$ cat config.mk
export PLATFORM = sky130hd
export DESIGN_NAME = input_interface
export DESIGN_NICKNAME = d
export VERILOG_FILES = /design/src/rtl/input_interface_pkg.sv /design/src/rtl/debounce_channel.sv /design/src/rtl/input_interface.sv
export SDC_FILE = /design/constraint.sdc
export NUM_CORES = 1
export LEC_CHECK = 0
export CAP_MARGIN = 0
export CORE_MARGIN = 1.5
export CORE_UTILIZATION = 45
export CTS_BUF_LIST = sky130_fd_sc_hd__clkbuf_4 sky130_fd_sc_hd__clkbuf_8
export DETAILED_ROUTE_END_ITERATION = 7
export PLACE_DENSITY_LB_ADDON = 0.08
export RECOVER_POWER = 50
export SYNTH_ARGS = -nofsm -noshare
export SYNTH_HDL_FRONTEND = slang
export SYNTH_SLANG_ARGS = --single-unit
$ cat constraint.sdc
create_clock -name clk -period 21.6 [get_ports clk]
set_clock_uncertainty 0.05 [all_clocks]
set_input_delay 4.32 -clock clk [delete_from_list [all_inputs] [get_ports clk]]
set_output_delay 4.32 -clock clk [all_outputs]
set_load 0.01 [all_outputs]
$ cat src/rtl/input_interface_pkg.sv
// Shared types and default timing constants for the button input interface.
package input_interface_pkg;

    typedef enum logic [1:0] {
        IDLE,
        PRESS_WAIT,
        HELD,
        REL_WAIT
    } db_state_e;

    localparam int DB_CYC_DEF   = 500000;
    localparam int HOLD_CYC_DEF = 50000000;
    localparam int REP_CYC_DEF  = 10000000;

endpackage

$ cat src/rtl/debounce_channel.sv
// One button channel: debounce plus single, repeating and continuous clock enables.
//   state      | meaning
//   IDLE       | released, all outputs low
//   PRESS_WAIT | counting consecutive pressed samples
//   HELD       | accepted press, repeat timer running
//   REL_WAIT   | counting consecutive released samples, repeat timer frozen
module debounce_channel
    import input_interface_pkg::*;
#(
    parameter int DB_CYC   = DB_CYC_DEF,
    parameter int HOLD_CYC = HOLD_CYC_DEF,
    parameter int REP_CYC  = REP_CYC_DEF
) (
    input  logic clk,
    input  logic reset,
    input  logic btn_i,
    output logic dpb_o,
    output logic scen_o,
    output logic mcen_o,
    output logic ccen_o
);

    localparam int TMAX = (HOLD_CYC > REP_CYC) ? HOLD_CYC : REP_CYC;
    localparam int CW   = $clog2(DB_CYC + 1);
    localparam int TW   = $clog2(TMAX + 1);

    localparam logic [CW-1:0] DB_LAST   = CW'(DB_CYC - 1);
    localparam logic [TW-1:0] HOLD_LOAD = TW'(HOLD_CYC - 1);
    localparam logic [TW-1:0] REP_LOAD  = TW'(REP_CYC - 1);

    db_state_e       state_q;
    logic [CW-1:0]   cnt_q;
    logic [TW-1:0]   tmr_q;
    logic            dpb_q, scen_q, mcen_q, ccen_q;

    always_ff @(posedge clk or posedge reset) begin
        if (reset) begin
            state_q <= IDLE;
            cnt_q   <= '0;
            tmr_q   <= '0;
            dpb_q   <= 1'b0;
            scen_q  <= 1'b0;
            mcen_q  <= 1'b0;
            ccen_q  <= 1'b0;
        end else begin
            scen_q <= 1'b0;
            mcen_q <= 1'b0;
            case (state_q)
                IDLE: begin
                    if (btn_i) begin
                        state_q <= PRESS_WAIT;
                        cnt_q   <= CW'(1);
                    end
                end
                PRESS_WAIT: begin
                    if (!btn_i) begin
                        state_q <= IDLE;
                        cnt_q   <= '0;
                    end else if (cnt_q >= DB_LAST) begin
                        state_q <= HELD;
                        cnt_q   <= '0;
                        tmr_q   <= HOLD_LOAD;
                        dpb_q   <= 1'b1;
                        scen_q  <= 1'b1;
                        mcen_q  <= 1'b1;
                        ccen_q  <= 1'b1;
                    end else begin
                        cnt_q <= cnt_q + CW'(1);
                    end
                end
                HELD: begin
                    if (!btn_i) begin
                        state_q <= REL_WAIT;
                        cnt_q   <= CW'(1);
                        ccen_q  <= 1'b0;
                    end else if (tmr_q == '0) begin
                        mcen_q <= 1'b1;
                        tmr_q  <= REP_LOAD;
                    end else begin
                        tmr_q <= tmr_q - TW'(1);
                    end
                end
                REL_WAIT: begin
                    // A bounce back to pressed resumes the hold without a new press pulse.
                    if (btn_i) begin
                        state_q <= HELD;
                        cnt_q   <= '0;
                        ccen_q  <= 1'b1;
                    end else if (cnt_q >= DB_LAST) begin
                        state_q <= IDLE;
                        cnt_q   <= '0;
                        tmr_q   <= '0;
                        dpb_q   <= 1'b0;
                    end else begin
                        cnt_q <= cnt_q + CW'(1);
                    end
                end
                default: state_q <= IDLE;
            endcase
        end
    end

    assign dpb_o  = dpb_q;
    assign scen_o = scen_q;
    assign mcen_o = mcen_q;
    assign ccen_o = ccen_q;

endmodule

$ cat src/rtl/input_interface.sv
// WIDTH independent debounced button channels.
// Define INPUT_INTERFACE_SYNC_EN to add a 2-flop synchronizer in front of each channel.
module input_interface
    import input_interface_pkg::*;
#(
    parameter int WIDTH    = 4,
    parameter int DB_CYC   = DB_CYC_DEF,
    parameter int HOLD_CYC = HOLD_CYC_DEF,
    parameter int REP_CYC  = REP_CYC_DEF
) (
    input  logic             clk,
    input  logic             reset,
    input  logic [WIDTH-1:0] buttons,
    output logic [WIDTH-1:0] DPBs,
    output logic [WIDTH-1:0] SCENs,
    output logic [WIDTH-1:0] MCENs,
    output logic [WIDTH-1:0] CCENs
);

    logic [WIDTH-1:0] btn_s;

`ifdef INPUT_INTERFACE_SYNC_EN
    logic [WIDTH-1:0] sync1_q, sync2_q;

    always_ff @(posedge clk or posedge reset) begin
        if (reset) begin
            sync1_q <= '0;
            sync2_q <= '0;
        end else begin
            sync1_q <= buttons;
            sync2_q <= sync1_q;
        end
    end

    assign btn_s = sync2_q;
`else
    assign btn_s = buttons;
`endif

    for (genvar i = 0; i < WIDTH; i++) begin : g_chan
        debounce_channel #(
            .DB_CYC   (DB_CYC),
            .HOLD_CYC (HOLD_CYC),
            .REP_CYC  (REP_CYC)
        ) u_chan (
            .clk    (clk),
            .reset  (reset),
            .btn_i  (btn_s[i]),
            .dpb_o  (DPBs[i]),
            .scen_o (SCENs[i]),
            .mcen_o (MCENs[i]),
            .ccen_o (CCENs[i])
        );
    end

endmodule

* After elaboration in Yosys (flattened, before gate mapping)
Index checks and enable logic that the tools add are counted.
** Cells by class
- Add/subtract/negate cells :: 8
- Multiply operators :: 0
- Divide/modulo/power cells :: 0
- Order comparisons :: 4
- Equality and inequality tests :: 52
- Shifts and indexed selects :: 0
- Muxes and demuxes :: 136
- Bitwise logic cells :: 0
- Reductions and logical operators :: 36
** Operators by type and width (number)
- $mux 26 :: 24
- $mux 19 :: 20
- $pmux 26 s3 :: 4
- $pmux 19 s4 :: 4
- $logic_not 26->1 :: 4
- $sub 26x1->26 const B :: 4
- $add 19x1->19 const B :: 4
- $ge 19x19->1 const B :: 4
- $mux 2 :: 24
- $ne 2x2->1 const B :: 24
- $mux 1 :: 44
- $reduce_and 5->1 :: 8
- $pmux 2 s4 :: 4
- $ne 3x2->1 const B :: 8
- $reduce_and 6->1 :: 4
- $eq 2x2->1 const B :: 8
- $ne 2x1->1 const B :: 8
- $pmux 1 s2 :: 8
- $reduce_and 4->1 :: 4
- $pmux 1 s3 :: 4
- $reduce_bool 3->1 :: 4
- $eq 2x1->1 const B :: 4
- $logic_not 2->1 :: 4
- $reduce_and 2->1 :: 4
- $reduce_bool 2->1 :: 4
** Word-level totals
- Bits in registers :: 204
- Bits in latches :: 0
- Memory bits (writable) :: 0
- Bits in read-only memories :: 0
- Output and inout port bits :: 16
- Memories kept :: 0

* Depth between registers and ports, before layout
Gate-level depths: netlist of the first run.
- Depth in word-level cells :: 4
- Mapped depth :: 11
- Gate-level depth less buffers :: 8

* By module
Synthesis of the first run repeated with hierarchy kept, for this count alone.
** Second synthesis, totals
- Cell total of the unflattened synthesis :: 1536
- Area total of the unflattened synthesis :: 12903.6 um2
** By module, submodules not included
- debounce_channel at g_chan[0].u_chan ... :: times used 3, cells each 386, area each 3229.3 um2, sequential area each 1276.2 um2
- debounce_channel at g_chan[3].u_chan :: times used 1, cells each 378, area each 3215.6 um2, sequential area each 1276.2 um2

* Worst setup path before layout of the first run
No wires, ideal clock.
- Path kind :: input -> register
- From :: in buttons[3]
- To :: reg g_chan[3].u_chan.tmr_q[13]
- Library setup time :: 130 ps
- Arrival time :: 5903 ps
- Data required time :: 21420 ps
- Setup slack :: 15517 ps
- Cell stages on the path :: 7
- Path buffers :: 2
- Path through :: clkbuf_1 > o21ai_0 > nand3_1 > a211oi_1 > clkbuf_1 > o21ai_0 > o2bb2ai_1
** Between the ends
- Cells in the longest elaborated chain, start to end :: 2
** Ends and longest elaborated chain
- start: declaration :: RTL line input_interface.sv:13 : input logic [WIDTH-1:0] buttons,
- $ne 2x2->1 (no source line)
- $reduce_and 6->1 (no source line) (*)
- end signal: assignment :: RTL line debounce_channel.sv:80 : tmr_q <= tmr_q - TW'(1);
- end: declaration :: RTL line debounce_channel.sv:33 : logic [TW-1:0] tmr_q;
Every way passes the cells marked *; elsewhere a longest branch is shown, timed or not.
A chain may end at the register's enable or synchronous reset.

==> results of run 1 <==
## kinds of logic (layout without fill, tap and decap cells)
group | count (synthesis) | in the layout | share of synthesized area (%)
compound gates | 507 | 507 | 26.09
simple gates | 557 | 557 | 22.41
xor+xnor | 5 | 5 | 0.3534
flops | 204 | 204 | 41.19
mux | 23 | 23 | 1.948
buf+inv | 138 | 154 | 4.785
fa+ha+maj | 32 | 32 | 3.230
## layout by cell type (no fill, tap or decap), types with 7 or more instances in the layout
cell             instances
ha_1                    32
o41ai_1                  9
clkbuf_8                56
and3_1                  27
or3_1                   16
nor3b_1                  9
dlygate4sd3_1           14
nand3_1                 43
a41oi_1                 15
nand2b_1                15
a21o_1                  13
nor2b_1                 10
nor4_1                  28
a31oi_1                 54
mux2i_1                 14
o21ai_1                 26
a21oi_1                103
or4_1                   19
clkdlybuf4s50_1          7
dfrtp_1                204
or2_2                   11
a22o_1                  22
clkbuf_4                 9
o31ai_1                 28
o21a_1                  11
nor2_1                 156
nand2_1                105
nor3_1                  74
nand4_1                 19
inv_1                   52
o22a_1                  26
o21ai_0                142
## worst min-delay path by stage
| stage | endpoint | depth (start not counted) | startpoint | slack [ns] |
|---|---|---|---|---|
| global route | g_chan[0].u_chan.tmr_q[17] | 2 | g_chan[0].u_chan.tmr_q[17] | 0.46 |
| detailed placement | g_chan[0].u_chan.tmr_q[17] | 2 | g_chan[0].u_chan.tmr_q[17] | 0.41 |
| global placement | g_chan[2].u_chan.tmr_q[24] | 1 | g_chan[2].u_chan.tmr_q[24] | 0.41 |
| finish | g_chan[2].u_chan.tmr_q[19] | 1 | g_chan[2].u_chan.tmr_q[19] | 0.42 |
| floorplan | g_chan[0].u_chan.tmr_q[17] | 2 | g_chan[0].u_chan.tmr_q[17] | 0.39 |
| CTS | g_chan[2].u_chan.tmr_q[24] | 1 | g_chan[2].u_chan.tmr_q[24] | 0.43 |
## cell type report
type | count | area (um2)
Timing Repair Buffer | 31 | 270.3
Clock inverter | 5 | 31.28
Sequential cell | 204 | 5105
Clock buffer | 65 | 838.3
Inverter | 53 | 200.2
Fill cell | 2615 | 13450
Multi-Input combinational cell | 1124 | 6705
Tap cell | 341 | 426.7
## worst max-delay path, stage by stage
cell           delay, ns
dlygate4sd3_1       0.55
clkinvlp_2          2.22
clkbuf_1            2.43
## sequential cells by signal (all words and copies together), names as in the netlist, named ones only
signal	cells
g_chan.u_chan.cnt_q	76
g_chan.u_chan.tmr_q	104
g_chan.u_chan.dpb_o	4
g_chan.u_chan.scen_o	4
g_chan.u_chan.mcen_o	4
g_chan.u_chan.ccen_o	4
g_chan.u_chan.state_q	4
## power groups by stage
stage | Clock (mW) | Combinational (mW) | Sequential [mW]
floorplan | 0 | 0.547 | 0.535
global placement | 0 | 0.681 | 0.557
detailed placement | 0 | 0.693 | 0.557
CTS | 0.430 | 0.695 | 0.553
global route | 0.447 | 0.783 | 0.569
finish | 0.414 | 0.686 | 0.554
## layer usage
metal / up-vias / global-route usage, % / routed length (um)
li1: 5463 / - / -
met1: 5270 / 30.06 / 14660
met2: 194 / 33.29 / 12930
met3: 43 / 2.665 / 1038
met4: 0 / 6.638 / 543
met5: - / 0 / 0
## per-stage QoR
stage	total power, mW	cell area (um2)	hold slack (ns)
floorplan	1.082	12390	0.3887
global placement	1.238	12730	0.4111
detailed placement	1.250	12730	0.4124
CTS	1.678	13600	0.4290
global route	1.799	13580	0.4622
finish	1.654	13580	0.4233
==> flow_summary.json, run 1 <==
{
  "synth_common_cells": "204 x dfrtp_1, 156 x nor2_1, 141 x o21ai_0",
  "fin_crit_ns": 9.772,
  "synth_cell_types": 72,
  "drtPass1Iterations": 8,
  "grt_max_degree": 90,
  "drive_above_1_share_pct": 7.220,
  "synth-edff-count": 0,
  "synth_warnings": 0,
  "seq_power_share_pct": 33.5,
  "crit_path_end_kind": "asynchronous set/reset pin",
  "ios": 22,
  "failed_checks": "capacitance limit, slew limit",
  "viasPerCell": 6.018,
  "synth_most_common_cell": "dfrtp_1",
  "outcome": "finished, violations left",
  "drv_cap": 4,
  "crit_end": "g_chan[3].u_chan.cnt_q[4]",
  "synth_top_area_share_pct": 41.19,
  "crit_type": "input port to asynchronous set/reset pin",
  "cts_hold_buf": 0,
  "finalWirelength_mm": 29.17,
  "ys_ff_latch": 204,
  "synth_area_leader_cell": "dfrtp_1",
  "pwr_density_cell_nw_per_um2": 121.9,
  "die_area_um2": 28550,
  "die_h_um": 169.0,
  "fin_tns_setup_ns": 0,
  "antenna_found_initial": 0,
  "p_int_mw": 0.9568,
  "antenna_left": 0,
  "overflow": 0,
  "wire_per_inst_um": 16.00,
  "finalHoldViolCount": 0,
  "cts_tree": "done",
  "synth_area_um2": 12390,
  "initial_utilization_pct": 45.86,
  "reg2reg_to": "g_chan[2].u_chan.tmr_q[8]",
  "arrival_ns": 9.62,
  "fin_util_pct": 50.24,
  "timing.fmax_mhz": 102.3,
  "final_nets": 1491,
  "synthTopCellsByArea": "dfrtp_1 41%, o21ai_0 5.7%, nor2_1 4.7%, a21oi_1 4.2%, ha_1 3.2%",
  "gp_congestion": 0.7925,
  "regToRegSetupSlack_ns": 17.19,
  "worstReg2RegStart": "g_chan[2].u_chan.cnt_q[10]",
  "ys.flop_type": "dfrtp_1",
  "synth.avg_cell_area_um2": 8.455,
  "clk_latency_ns": 0.55,
  "cts_inserted_buffers": 39,
  "pwr-share-comb_pct": 41.5,
  "dieWidth_um": 169.0,
  "switching_share_pct": 42.17,
  "total_leakage_power_nw": 5.590,
  "clockPowerShare_pct": 25.0,
  "critPathLaunchType": "input port",
  "area_growth_pct": 9.540,
  "clock-sinks": 204,
  "tightest_slew_ns": 3.969,
  "num_rows": 60,
  "drc_errors": 0,
  "slew_viol_final": 239,
  "dp.cells": 1753,
  "core_area_um2": 27030,
  "grt_pass1_vias": 10430,
  "rsz0062_at_grt": "no",
  "cts_setup_buffers": 0,
  "startpoint": "reset",
  "cts.clk_slew.worst_paths_ns": 0.06,
  "yosysSeqAreaShare_pct": 41.19,
  "synth_nets": 1504,
  "finalNonFillerCells": 1823,
  "power_switching_mw": 0.6976,
  "finalSetupViolCount": 0,
  "cts-root-buf": "clkbuf_8",
  "path_max_fanout": 89,
  "synthArstFlopShare_pct": 100.0,
  "period_share_pct": 45.24,
  "cts_resized": 0,
  "ff2ff_path_depth": 6,
  "grt_pass1_wl_mm": 50.96,
  "drt_iter0_markers": 856,
  "dp_hpwl_mm": 18.78,
  "syn_inst": 1466,
  "grtUsageTotal_pct": 21.07,
  "port_buffers": 21,
  "peakVddDrop_mv": 0.06677,
  "htreeDepth": 2,
  "antenna_cells": 0,
  "min_path_type": "register to register",
  "cts_buffer_depth": 3,
  "max-slew-margin-rel_pct": -166.1,
  "vias": 10970,
  "required_ns": 21.45,
  "pre_cts_slack_ns": 14.18,
  "finalWorstSetupSlack_ns": 11.83
}
Power figures use the tool's default switching activity.
==> inputs of run 2 (changes only) <==
==> constraint.sdc (replaced) <==
create_clock -name clk -period 9.2 [get_ports clk]
set_clock_uncertainty 0.05 [all_clocks]
set_input_delay 1.84 -clock clk [delete_from_list [all_inputs] [get_ports clk]]
set_output_delay 1.84 -clock clk [all_outputs]
set_load 0.01 [all_outputs]
==> flow_summary.json, run 2 (same netlist as run 1, synthesis figures left out) <==
{
  "finalHoldViolCount": 0,
  "cp_top_family": "buffers and inverters",
  "htreeDepth": 2,
  "antenna_left": 0,
  "port_buffers": 21,
  "wire_per_inst_um": 16.15,
  "drive_above_1_share_pct": 7.417,
  "initial_utilization_pct": 45.86,
  "cts_resized": 0,
  "clock-sinks": 204,
  "antenna_cells": 0,
  "drt_iter0_markers": 809,
  "drtPass1Iterations": 5,
  "pre_cts_slack_ns": 4.277,
  "startpoint": "reset",
  "min_path_type": "register to register",
  "cts_setup_buffers": 0,
  "num_rows": 60,
  "slew_viol_final": 120,
  "max-slew-margin-rel_pct": -163.9,
  "top_regs": "g_chan.u_chan.tmr_q (104), g_chan.u_chan.cnt_q (76)",
  "fin_tns_setup_ns": 0,
  "finalWorstSetupSlack_ns": 4.109,
  "timing.fmax_mhz": 196.4,
  "crit_cells": 3,
  "crit_type": "input port to asynchronous set/reset pin",
  "finalWirelength_mm": 29.46,
  "period_share_pct": 55.33,
  "grt_max_degree": 90,
  "path_max_fanout": 89,
  "area_growth_pct": 9.328,
  "clk_latency_ns": 0.54,
  "pwr_density_cell_nw_per_um2": 285.2,
  "peakVddDrop_mv": 0.1632,
  "arrival_ns": 5.60,
  "rsz0062_at_grt": "no",
  "cts_buffer_depth": 3,
  "finalSetupViolCount": 0,
  "ios": 22,
  "die_h_um": 169.0,
  "failed_checks": "capacitance limit, slew limit",
  "crit_slowest_cell": "clkinvlp_2",
  "cp_num_buf_inv": 3,
  "gp_congestion": 0.7923,
  "regToRegSetupSlack_ns": 4.72,
  "fillers": 2607,
  "dieWidth_um": 169.0,
  "largest_register_ffs": 104,
  "crit_end": "g_chan[3].u_chan.cnt_q[6]",
  "grtUsageTotal_pct": 21.06,
  "mostFrequentLayoutCells": "204 x dfrtp_1, 156 x nor2_1, 141 x o21ai_0, 105 x nand2_1, 103 x a21oi_1",
  "drv_cap": 2,
  "required_ns": 9.71,
  "total_power_mw": 3.864,
  "core_area_um2": 27030,
  "layout_commonest_cell": "dfrtp_1",
  "critPathLaunchType": "input port",
  "antenna_found_initial": 0,
  "die_area_um2": 28550,
  "ff2ff_path_depth": 6,
  "hold_start": "g_chan[2].u_chan.tmr_q[19]",
  "crit_path_end_kind": "asynchronous set/reset pin",
  "total_leakage_power_nw": 5.591,
  "tightest_slew_ns": 3.937,
  "cts_inserted_buffers": 40,
  "viasPerCell": 5.986,
  "final_nets": 1492,
  "path_cells": "dlygate4sd3_1, clkinvlp_2, buf_4",
  "grt_pass1_vias": 10310,
  "worstReg2RegStart": "g_chan[2].u_chan.cnt_q[10]",
  "fin_crit_ns": 5.091,
  "dp_hpwl_mm": 18.73,
  "regMostFlops": "g_chan.u_chan.tmr_q",
  "cts_tree": "done",
  "max_stage_delay_ns": 2.20,
  "outcome": "finished, violations left",
  "grt_pass1_wl_mm": 50.87,
  "cts-root-buf": "clkbuf_8",
  "drc_errors": 0,
  "overflow": 0,
  "reg2reg_to": "g_chan[2].u_chan.tmr_q[16]",
  "cts.clk_slew.worst_paths_ns": 0.05,
  "vias": 10920,
  "cts_hold_buf": 0
}
[run 2: area by class of cell]
type | count | area (um2) | share of cell area, %
tap | 341 | 426.7 | 3.149
inverter | 53 | 200.2 | 1.477
clock inverter | 9 | 45.04 | 0.3324
clock buffer | 62 | 790.8 | 5.836
sequential | 204 | 5105 | 37.67
timing repair buffer | 31 | 277.8 | 2.050
multi-input combinational | 1124 | 6705 | 49.48
[run 2: where the power goes]
part | leakage (nW) | total (mW) | switching (mW) | internal [mW]
Clock | 0.455 | 0.946 | 0.400 | 0.546
Sequential | 2.58 | 1.30 | 0.210 | 1.09
Combinational | 2.55 | 1.62 | 1.04 | 0.580
[run 2: layer usage]
metal	share of wire [%]	vias up	GRT usage, %
li1	-	5436	-
met1	51	5244	29.87
met2	44	185	33.60
met3	3.3	53	3.016
met4	1.9	0	5.784
met5	0	-	0
[run 2: worst min path at each step]
stage,depth (start not counted),end
after floorplan,2,g_chan[0].u_chan.tmr_q[17]
after detailed placement,2,g_chan[0].u_chan.tmr_q[17]
after global placement,1,g_chan[2].u_chan.tmr_q[24]
after global routing,2,g_chan[0].u_chan.tmr_q[17]
after CTS,1,g_chan[2].u_chan.tmr_q[24]
final,1,g_chan[2].u_chan.tmr_q[19]
[run 2: worst reg2reg max path, stage by stage (launching register included)]
cell	delay [ns]
dfrtp_1	0.46
or4_1	0.60
nor3b_1	0.31
o22ai_1	0.15
o21ai_0	2.22
o21ai_0	0.41
o31ai_1	0.19
[run 2: metrics by stage]
stage	std cells	util [%]	hold WS [ns]	cell area, um2
final	1824	50.14	0.4241	13550
after detailed placement	1753	47.11	0.4113	12730
after CTS	1824	50.20	0.4289	13570
after floorplan	1466	-	0.3887	12390
after global routing	1824	50.14	0.4634	13550
after global placement	1753	47.11	0.4110	12730
==> inputs of run 3 (changes only) <==
==> constraint.sdc (replaced) <==
create_clock -name clk -period 4.3 [get_ports clk]
set_clock_uncertainty 0.05 [all_clocks]
set_input_delay 0.86 -clock clk [delete_from_list [all_inputs] [get_ports clk]]
set_output_delay 0.86 -clock clk [all_outputs]
set_load 0.01 [all_outputs]
==> flow_summary.json, run 3 (same netlist as run 1, synthesis figures left out) <==
{
  "drt_iter0_markers": 803,
  "finalSetupViolCount": 0,
  "failed_checks": "capacitance limit, slew limit",
  "cts_resized": 0,
  "cts_buffer_depth": 3,
  "slew_viol_final": 101,
  "gp_congestion": 0.7992,
  "fillers": 2566,
  "area_growth_pct": 10.04,
  "die_area_um2": 28550,
  "drive_above_1_share_pct": 8.361,
  "port_buffers": 21,
  "grt_pass1_vias": 10530,
  "finalHoldViolCount": 0,
  "path_max_fanout": 68,
  "max-slew-margin-rel_pct": -13.23,
  "met3_usage_pct": 3.063,
  "holdWs_ns": 0.4205,
  "period_share_pct": 76.23,
  "use_met1_pct": 30.04,
  "seq_power_share_pct": 33.2,
  "finalWirelength_mm": 29.44,
  "grt_busiest_layer": "met2",
  "dieWidth_um": 169.0,
  "fin_tns_setup_ns": 0,
  "core_area_um2": 27030,
  "drv_cap": 2,
  "cts_tree": "done",
  "clk_latency_ns": 0.55,
  "drtPass1Iterations": 5,
  "dp_hpwl_mm": 18.97,
  "clock-sinks": 204,
  "hold_depth": 2,
  "htreeDepth": 2,
  "critPathLaunchType": "input port",
  "peakVddDrop_mv": 0.3648,
  "timing.fmax_mhz": 305.1,
  "total_leakage_power_nw": 5.609,
  "cts_inserted_buffers": 41,
  "layout_commonest_cell": "dfrtp_1",
  "cts_setup_buffers": 0,
  "required_ns": 4.57,
  "pwr_density_cell_nw_per_um2": 612.7,
  "crit_type": "input port to asynchronous set/reset pin",
  "grtUsageTotal_pct": 21.18,
  "ios": 22,
  "crit_path_end_kind": "asynchronous set/reset pin",
  "met2_usage_pct": 33.38,
  "vias": 11040,
  "antenna_found_initial": 0,
  "antenna_left": 0,
  "cts_hold_buf": 0,
  "pre_cts_slack_ns": 0.9782,
  "largest_register_ffs": 104,
  "cts.clk_slew.worst_paths_ns": 0.06,
  "initial_utilization_pct": 45.86,
  "viasPerCell": 6.013,
  "final_nets": 1503,
  "pwr-share-comb_pct": 42.1,
  "power_switching_mw": 3.529,
  "ff2ff_path_depth": 7,
  "finalWorstSetupSlack_ns": 1.022,
  "top_regs": "g_chan.u_chan.tmr_q (104), g_chan.u_chan.cnt_q (76)",
  "cts-root-buf": "clkbuf_8",
  "rsz0062_at_grt": "no",
  "mostFrequentLayoutCells": "204 x dfrtp_1, 156 x nor2_1, 140 x o21ai_0, 105 x nand2_1, 103 x a21oi_1",
  "tightest_slew_ns": 1.699,
  "antenna_cells": 0,
  "regMostFlops": "g_chan.u_chan.tmr_q",
  "arrival_ns": 3.55,
  "die_h_um": 169.0,
  "drc_errors": 0,
  "grt_max_degree": 69,
  "outcome": "finished, violations left",
  "min_path_type": "register to register",
  "switching_share_pct": 42.23,
  "p_int_mw": 4.827,
  "grt_pass1_wl_mm": 51.12,
  "fin_crit_ns": 3.278,
  "num_rows": 60,
  "wire_per_inst_um": 16.03,
  "overflow": 0,
  "clockPowerShare_pct": 24.7
}
run 3: metal layers:
metal  vias to the layer above  share of wire [%]
met3                        49                3.8
met2                       200                 44
met1                      5319                 50
li1                       5472                  -
met4                         0                2.1
met5                         -                  0
run 3: area by class of cell:
class | count | area, um2 | share of cell area (%)
Clock buffer | 67 | 815.8 | 5.981
Clock inverter | 6 | 35.03 | 0.2569
Inverter | 53 | 200.2 | 1.468
Multi-Input combinational cell | 1124 | 6705 | 49.16
Sequential cell | 204 | 5105 | 37.43
Tap cell | 341 | 426.7 | 3.128
Timing Repair Buffer | 41 | 351.6 | 2.578
run 3: worst paths after layout:
check                                            from                          to  slack, ns
setup / recovery                                reset  g_chan[2].u_chan.tmr_q[11]       1.02
hold / removal             g_chan[0].u_chan.tmr_q[17]  g_chan[0].u_chan.tmr_q[17]       0.42
setup reg to reg           g_chan[0].u_chan.tmr_q[18]  g_chan[0].u_chan.tmr_q[19]       1.11
hold reg to reg            g_chan[0].u_chan.tmr_q[17]  g_chan[0].u_chan.tmr_q[17]       0.42
max in group clk           g_chan[0].u_chan.tmr_q[18]  g_chan[0].u_chan.tmr_q[19]       1.11
min in group asynchronous                       reset   g_chan[1].u_chan.cnt_q[5]       0.98
run 3: power by group through the flow:
| stage | Sequential [mW] | Clock (mW) | Combinational, mW |
|---|---|---|---|
| 2_1_floorplan | 2.69 | 0 | 2.75 |
| 3_3_place_gp | 2.79 | 0 | 3.47 |
| 3_5_place_dp | 2.80 | 0 | 3.53 |
| 4_1_cts | 2.77 | 2.13 | 3.54 |
| 5_1_grt | 2.85 | 2.22 | 3.99 |
| 6_report | 2.78 | 2.06 | 3.52 |
run 3: worst max-delay path: stages:
cell	delay (ns)
dlygate4sd3_1	0.55
clkinvlp_2	0.73
clkbuf_2	1.36
run 3: metrics by stage:
step                      power [mW]  cells  util [%]  cell area [um2]
after floorplan                5.438   1466         -            12400
after global placement         6.256   1763     47.45            12820
after detailed placement       6.330   1763     47.45            12820
after CTS                      8.447   1836     50.60            13680
after global routing           9.063   1836     50.47            13640
final                          8.357   1836     50.47            13640
